### src/rtl/uart_rx_cmd_ctrl.sv
// Command controller behind the UART receiver: parses write/read/config frames,
// drives register-file strobes, returns read data to the transmitter and owns RX config.
module uart_rx_cmd_ctrl #(
    parameter int ADDR_W      = 4,
    parameter int TIMEOUT_CYC = 1024,
    parameter int ERR_CNT_W   = 8
) (
    input  logic                 CLK,
    input  logic                 RST,
    input  logic [7:0]           RX_P_DATA,
    input  logic                 RX_D_VLD,
    input  logic                 RX_PAR_ERR,
    input  logic                 RX_FRM_ERR,
    input  logic [7:0]           RF_RD_DATA,
    input  logic                 RF_RD_DATA_VLD,
    input  logic                 TX_BUSY,
    output logic [ADDR_W-1:0]    RF_ADDR,
    output logic [7:0]           RF_WR_DATA,
    output logic                 RF_WR_EN,
    output logic                 RF_RD_EN,
    output logic [7:0]           TX_P_DATA,
    output logic                 TX_D_VLD,
    output logic                 PAR_EN,
    output logic                 PAR_TYP,
    output logic [3:0]           PRESCALE,
    output logic                 BUSY,
    output logic                 ERR_PULSE,
    output logic [ERR_CNT_W-1:0] ERR_CNT
);

    localparam int              TMO_W    = $clog2(TIMEOUT_CYC);
    localparam logic [TMO_W-1:0] TMO_LAST = TMO_W'(TIMEOUT_CYC - 1);

    typedef enum logic [2:0] {
        S_IDLE,
        S_WR_ADDR,
        S_RD_ADDR,
        S_WR_DATA,
        S_CFG_DATA,
        S_RD_WAIT,
        S_TX_WAIT
    } state_t;

    state_t           state, next_state;
    logic [TMO_W-1:0] tmo_cnt;

    logic rx_event, rx_bad, addr_ok, cfg_ok;
    logic err_det, ld_addr, ld_wdata, ld_txd, ld_cfg, wr_go, rd_go, tx_go;

    assign rx_bad   = RX_PAR_ERR | RX_FRM_ERR;
    assign rx_event = RX_D_VLD | rx_bad;
    assign addr_ok  = (RX_P_DATA >> ADDR_W) == 8'd0;
    assign cfg_ok   = RX_P_DATA[5:2] >= 4'd4;

    // Transmit request is issued in the same cycle the transmitter reports idle.
    assign TX_D_VLD = tx_go;

    always_ff @(posedge CLK or posedge RST) begin
        if (RST) state <= S_IDLE;
        else     state <= next_state;
    end

    always_comb begin
        next_state = state;
        err_det    = 1'b0;
        ld_addr    = 1'b0;
        ld_wdata   = 1'b0;
        ld_txd     = 1'b0;
        ld_cfg     = 1'b0;
        wr_go      = 1'b0;
        rd_go      = 1'b0;
        tx_go      = 1'b0;
        if (rx_bad) begin
            err_det    = 1'b1;
            next_state = S_IDLE;
        end else begin
            unique case (state)
                S_IDLE: begin
                    if (RX_D_VLD) begin
                        unique case (RX_P_DATA)
                            8'hAA:   next_state = S_WR_ADDR;
                            8'hBB:   next_state = S_RD_ADDR;
                            8'hCC:   next_state = S_CFG_DATA;
                            default: err_det    = 1'b1;
                        endcase
                    end
                end
                S_WR_ADDR, S_RD_ADDR: begin
                    if (RX_D_VLD) begin
                        if (addr_ok) begin
                            ld_addr    = 1'b1;
                            rd_go      = (state == S_RD_ADDR);
                            next_state = (state == S_RD_ADDR) ? S_RD_WAIT : S_WR_DATA;
                        end else begin
                            err_det    = 1'b1;
                            next_state = S_IDLE;
                        end
                    end
                end
                S_WR_DATA: begin
                    if (RX_D_VLD) begin
                        ld_wdata   = 1'b1;
                        wr_go      = 1'b1;
                        next_state = S_IDLE;
                    end
                end
                S_CFG_DATA: begin
                    if (RX_D_VLD) begin
                        ld_cfg     = cfg_ok;
                        err_det    = !cfg_ok;
                        next_state = S_IDLE;
                    end
                end
                S_RD_WAIT: begin
                    err_det = RX_D_VLD;
                    if (RF_RD_DATA_VLD) begin
                        ld_txd     = 1'b1;
                        next_state = S_TX_WAIT;
                    end
                end
                S_TX_WAIT: begin
                    err_det = RX_D_VLD;
                    if (!TX_BUSY) begin
                        tx_go      = 1'b1;
                        next_state = S_IDLE;
                    end
                end
                default: next_state = S_IDLE;
            endcase
            // Progress made this cycle (state change) takes priority over the timeout.
            if (state != S_IDLE && !rx_event && next_state == state && tmo_cnt == TMO_LAST) begin
                err_det    = 1'b1;
                next_state = S_IDLE;
            end
        end
    end

    always_ff @(posedge CLK or posedge RST) begin
        if (RST) begin
            tmo_cnt    <= '0;
            RF_ADDR    <= '0;
            RF_WR_DATA <= '0;
            RF_WR_EN   <= 1'b0;
            RF_RD_EN   <= 1'b0;
            TX_P_DATA  <= '0;
            PAR_EN     <= 1'b1;
            PAR_TYP    <= 1'b0;
            PRESCALE   <= 4'd8;
            BUSY       <= 1'b0;
            ERR_PULSE  <= 1'b0;
            ERR_CNT    <= '0;
        end else begin
            if (state == S_IDLE || rx_event || next_state != state) tmo_cnt <= '0;
            else                                                    tmo_cnt <= tmo_cnt + 1'b1;
            if (ld_addr)  RF_ADDR    <= RX_P_DATA[ADDR_W-1:0];
            if (ld_wdata) RF_WR_DATA <= RX_P_DATA;
            if (ld_txd)   TX_P_DATA  <= RF_RD_DATA;
            if (ld_cfg) begin
                PAR_EN   <= RX_P_DATA[0];
                PAR_TYP  <= RX_P_DATA[1];
                PRESCALE <= RX_P_DATA[5:2];
            end
            RF_WR_EN  <= wr_go;
            RF_RD_EN  <= rd_go;
            BUSY      <= (next_state != S_IDLE);
            ERR_PULSE <= err_det;
            if (err_det && ERR_CNT != '1) ERR_CNT <= ERR_CNT + 1'b1;
        end
    end

endmodule
### config.mk
export PLATFORM = sky130hd
export DESIGN_NAME = uart_rx_cmd_ctrl
export DESIGN_NICKNAME = d
export VERILOG_FILES = /design/src/rtl/uart_rx_cmd_ctrl.sv
export SDC_FILE = /design/constraint.sdc
export NUM_CORES = 1
export LEC_CHECK = 0
export ABC_CLOCK_PERIOD_IN_PS = 5000
export CORE_MARGIN = 2
export CORE_UTILIZATION = 53
export DETAILED_ROUTE_END_ITERATION = 7
export GPL_ROUTABILITY_DRIVEN = 0
export PLACE_DENSITY = 0.82
export RECOVER_POWER = 100
export SLEW_MARGIN = 20
export SYNTH_ARGS = -nofsm -noshare
export SYNTH_HDL_FRONTEND = slang
export SYNTH_SLANG_ARGS = --single-unit
### constraint.sdc
create_clock -name CLK -period 5 [get_ports CLK]
set_input_delay 1 -clock CLK [delete_from_list [all_inputs] [get_ports CLK]]
set_output_delay 1 -clock CLK [all_outputs]
set_load 0.005 [all_outputs]
Word level (Yosys, flattened, before mapping)
Index checks and enable logic that the tools add are counted.
{"block": "classes", "addsub": 2, "order_cmp": 1, "eq_ne": 13, "mux": 41, "bitwise_logic": 2, "n_reduce_logical": 16}
{"cell": "3-bit two-way mux", "n": 10}
{"cell": "1-bit two-way mux", "n": 27}
{"cell": "8-bit equality test (second input constant)", "n": 3}
{"cell": "3-bit case mux with 5 select lines", "n": 1}
{"cell": "10-bit by 1-bit adder with 10-bit output (second input constant)", "n": 1}
{"cell": "10-bit equality test (second input constant)", "n": 1}
{"cell": "10-bit two-way mux", "n": 1}
{"cell": "3-bit equality test (second input constant)", "n": 3}
{"cell": "3-bit case mux with 3 select lines", "n": 1}
{"cell": "8-bit by 1-bit adder with 8-bit output (second input constant)", "n": 1}
{"cell": "8-bit zero test", "n": 1}
{"cell": "8-bit inequality test (second input constant)", "n": 1}
{"cell": "3-bit by 2-bit equality test with 1-bit output (second input constant)", "n": 2}
{"cell": "3-bit nonzero test", "n": 2}
{"cell": "2-bit OR reduction", "n": 3}
{"cell": "4-bit by 3-bit greater-or-equal comparator with 1-bit output (second input constant)", "n": 1}
{"cell": "1-bit logical AND", "n": 4}
{"cell": "1-bit case mux with 4 select lines", "n": 1}
{"cell": "3-bit by 1-bit equality test with 1-bit output (second input constant)", "n": 1}
{"cell": "3-bit equality test", "n": 1}
{"cell": "3-bit zero test", "n": 1}
{"cell": "3-bit inequality test", "n": 1}
{"cell": "3-bit OR reduction", "n": 1}
{"cell": "1-bit zero test", "n": 2}
{"cell": "2 further kinds", "n": 4}
{"block": "totals", "reg_bits": 51, "input_bits": 23, "output_inout_bits": 39, "word_cells": 88}

Longest topological paths before layout
{"block": "depth", "word_depth": 14, "ltp_mapped": 7, "ltp_nobuf": 7}

Worst setup path after synthesis
No wires, ideal clock.
{"block": "synth_timing", "path_type": "input -> register", "startpoint": "input port RX_D_VLD", "endpoint": "register ERR_CNT[1]", "setup_time_ps": 125, "t_arrival_ps": 2648, "required_time_ps": 4875, "slack_ps": 2227, "cell_stages": 7, "n_path_buf": 1, "path_cell_list": "buf_2 -> nor2b_1 -> a311oi_1 -> or3b_4 -> a21boi_4 -> o21ai_2 -> mux2_4"}
{"block": "synth_via", "elab_chain_cells": 9}
{"item": "start: declaration", "line": "11", "rtl": "input logic RX_D_VLD,"}
{"item": "3-bit two-way mux, on equally long branches"}
{"item": "3-bit case mux with 5 select lines", "line": "77", "rtl": "unique case (state)"}
{"item": "3-bit two-way mux", "line": "73", "rtl": "if (rx_bad) begin"}
{"item": "3-bit equality test", "line": "131", "rtl": "if (state != S_IDLE && !rx_event && next_state == state && tmo_cnt == TMO_LAST) begin"}
{"item": "1-bit logical AND (2 in a row)", "line": "131"}
{"item": "1-bit two-way mux *", "line": "131"}
{"item": "1-bit two-way mux *", "line": "73"}
{"item": "1-bit logical AND *", "line": "167", "rtl": "if (err_det && ERR_CNT != '1) ERR_CNT <= ERR_CNT + 1'b1;"}
{"item": "end signal: assignment", "line": "167"}
{"item": "end: declaration", "line": "28", "rtl": "output logic [ERR_CNT_W-1:0] ERR_CNT"}
Mark *: on every way between the ends. The rest lies on a longest branch, timed or not. The select of a mux whose other input is x is not followed.
A chain may end at the register's enable or synchronous reset.

Final worst setup path
{"block": "layout_timing", "startpoint": "input port RX_P_DATA[4]", "endpoint": "register ERR_CNT[1]"}
{"block": "layout_via", "elab_chain_cells": 11}
{"item": "start: declaration", "line": "10", "rtl": "input logic [7:0] RX_P_DATA,"}
{"item": "8-bit equality test / 8-bit zero test (equally long branches)", "line": "80, 52"}
{"item": "3-bit case mux with 3 select lines / 3-bit two-way mux (equally long branches)", "line": "80, 90"}
{"item": "3-bit two-way mux, on equally long branches", "line": "79, 89"}
{"item": "3-bit case mux with 5 select lines", "line": "77"}
{"item": "3-bit two-way mux", "line": "73"}
{"item": "3-bit equality test", "line": "131"}
{"item": "1-bit logical AND (2 in a row)", "line": "131"}
{"item": "1-bit two-way mux *", "line": "131"}
{"item": "1-bit two-way mux *", "line": "73"}
{"item": "1-bit logical AND *", "line": "167"}
Marks and branches as above.

==> metrics.yaml <==
status: "finished, violations left"
violations: "max-capacitance violations, max-slew violations"
drive_gt1_share_pct: 13.57
start_util_pct: 55.92
hold_path_depth: 1
yosysSeqAreaShare_pct: 51.80
hold_viol: 0
crit_slowest_cell: "a21boi_0"
synth_ff_type: "dfrtp_1"
layout_common_cells: "49 x dfrtp_1, 43 x dlygate4sd3_1, 26 x mux2_2, 21 x nor2_1, 18 x clkdlybuf4s50_1"
fin_nets: 305
p_leak_uw: 0.001449
drtAntennaViolNets: 0
grt.overflow.total: 0
slowest_delay_ns: 0.75
critPathKind: "primary input to flop"
final.setup.tns_ns: 0
r2r_slack_ns: 1.96
period_needed_ns: 4.156
vias: 1862
wl_met2_mm: 2.478
ctsRootBufferMaster: "clkbuf_8"
endpoint_kind: "flop"
area_growth_pct: 27.88
holdWs_ns: 0.5037
syn_nets: 244
portBuffers: 61
htreeDepth: 2
cts_sinks: 51
postSynth.asyncResetShare_pct: 100.0
io_pins: 62
coreArea_mm2: 0.004414
postCtsHoldBufs: 0
cts-buffers-inserted: 5
cts_tree: "done"
dp_slack_ns: 1.160
worstSkewPairLatency_ns: 0.30
detail_route.wl_per_cell_um: 15.44
synth_edf_count: 0
timing.final.ws_setup_ns: 0.8444
cts_resized: 0
grt_pass1_wl_mm: 8.721
place_area_mm2: 0.003115
dp_hpwl_mm: 3.731
synth_area_mm2: 0.002469
dieArea_mm2: 0.005219
finalSetupViolCount: 0
fmax_mhz: 240.6
cts_setup_buffers: 0
die_y_um: 72.25
irDropWorstVdd_v: 0.0002055
hold_class: "flop to flop"
worstPathArrival_ns: 4.34
rsz0062_at_grt: "no"
power_density_mw_per_mm2: 281.6
drtIter0Drc: 118
maxSlewViolCount: 52
clk_path_buf_depth: 2
antenna_found_initial: 0
post-route-period-util_pct: 83.11
highest_layer: "met4"
syn_inst: 219
synth-seq-cells: 51
drc: 0
dr.pass1.iters: 4
grt_usage_pct: 21.58
cp-start-kind: "primary input"
crit_path_max_fanout: 7
fin_area_mm2: 0.003157
yosys_warnings: 0
worst_clock_skew_ns: 0.008587
antennaDiodeCount: 0
wl_met1_mm: 2.307
wl_met3_um: 267
grt_pass1_vias: 1868
cap_violations: 1
syn_area_per_cell_um2: 11.27
routed_wl_mm: 5.125
worstMarginPinSlew_ns: 2.175
vias_per_cell: 5.608
ff2ff_path_depth: 6
clk_pin_slew_ns: 0.08
path_cells: "dlygate4sd3_1, nor4_1, a311oi_1, or3b_1, a21boi_0, o21ai_2, mux2_1"
final_common_cell: "dfrtp_1"
grt_max_degree: 52
required_ns: 5.18
fp.dieW_um: 72.25
yosysUniqueCellTypes: 46
rows: 24
maxSlewHeadroom_pct: -45.80
[synth_stat cells, drive strengths merged (2+ instances only)]
master  count  area, um2
o22ai       2      12.51
and2        2      12.51
and3        5      31.28
inv         7      26.28
clkbuf      5      18.77
nor3        3      15.01
xor2        7      61.31
buf         2      10.01
ha          2      25.02
o21ai       6      33.78
dfstp       2      52.55
nor2b       4      25.02
nand3       9      45.04
and4        2      17.52
mux2       28      322.8
nand2      16      60.06
o31ai       2      15.01
o22a        2      17.52
dfrtp      49       1226
nor2       21      78.83
nor4        2      27.53
nand4       6      37.54
o21a        2      15.01
xnor2       6      52.55
a21oi       6      30.03
o211ai      4      35.03
nand3b      2      15.01
a311oi      2      17.52
[flip-flops by register name, summed over array words and instances (netlist names), 3 cells and up]
register    count
PRESCALE        4
RF_ADDR         4
RF_WR_DATA      8
state           3
TX_P_DATA       8
ERR_CNT         8
tmo_cnt        10
[worst paths after layout]
| path | start | to |
|---|---|---|
| worst max-delay path | RX_P_DATA[4] | ERR_CNT[1]$_DFFE_PP0P_ |
| worst min-delay path | RF_ADDR[0]$_DFFE_PP0P_ | RF_ADDR[0]$_DFFE_PP0P_ |
| worst max register to register | state[1]$_DFF_PP0_ | ERR_CNT[1]$_DFFE_PP0P_ |
| worst min register to register | RF_ADDR[0]$_DFFE_PP0P_ | RF_ADDR[0]$_DFFE_PP0P_ |
| max in group asynchronous | RST | ERR_CNT[7]$_DFFE_PP0P_ |
| min in group asynchronous | RST | TX_P_DATA[6]$_DFFE_PP0P_ |
[through the flow]
stage               cells  utilization [%]  total power (uW)
floorplan             219                -             589.6
global placement      325            70.58             696.7
detailed placement    325            70.58             705.1
CTS                   332            72.31             927.3
global route          332            71.51             937.2
finish                332            71.51             888.9
[critical path, delay by kind of cell]
kind,cells,cell delay (ns)
compound gates,3,1.22
buf+inv,1,0.64
mux,1,0.34
simple gates,2,1.14
[report_power, final]
group,internal [uW],total (uW),switching [uW]
combinational,106,181,74.7
clock,96.6,221,124
sequential,448,487,39.2
[kinds of logic after synthesis]
kind of cell	count (synthesis)	share of synthesized area [%]
mux	29	13.48
simple gates	78	17.13
fa+ha+maj	2	1.014
flops	51	51.80
buf+inv	14	2.230
xor+xnor	13	4.612
compound gates	32	9.731
[per-layer routing]
| metal | up-vias | track usage, % |
|---|---|---|
| met3 | 5 | 6.389 |
| met5 | - | 0 |
| met1 | 899 | 29.14 |
| met4 | 0 | 7.547 |
| li1 | 914 | - |
| met2 | 44 | 33.33 |
[layout make-up]
type / count / area (um2)
Multi-Input combinational cell: 154 / 1099
Fill cell: 331 / 1257
Timing Repair Buffer: 61 / 610.6
Inverter: 7 / 27.53
Clock buffer: 7 / 76.32
Sequential cell: 51 / 1279
Tap cell: 52 / 65.06
(Power assumes the default switching activity.)
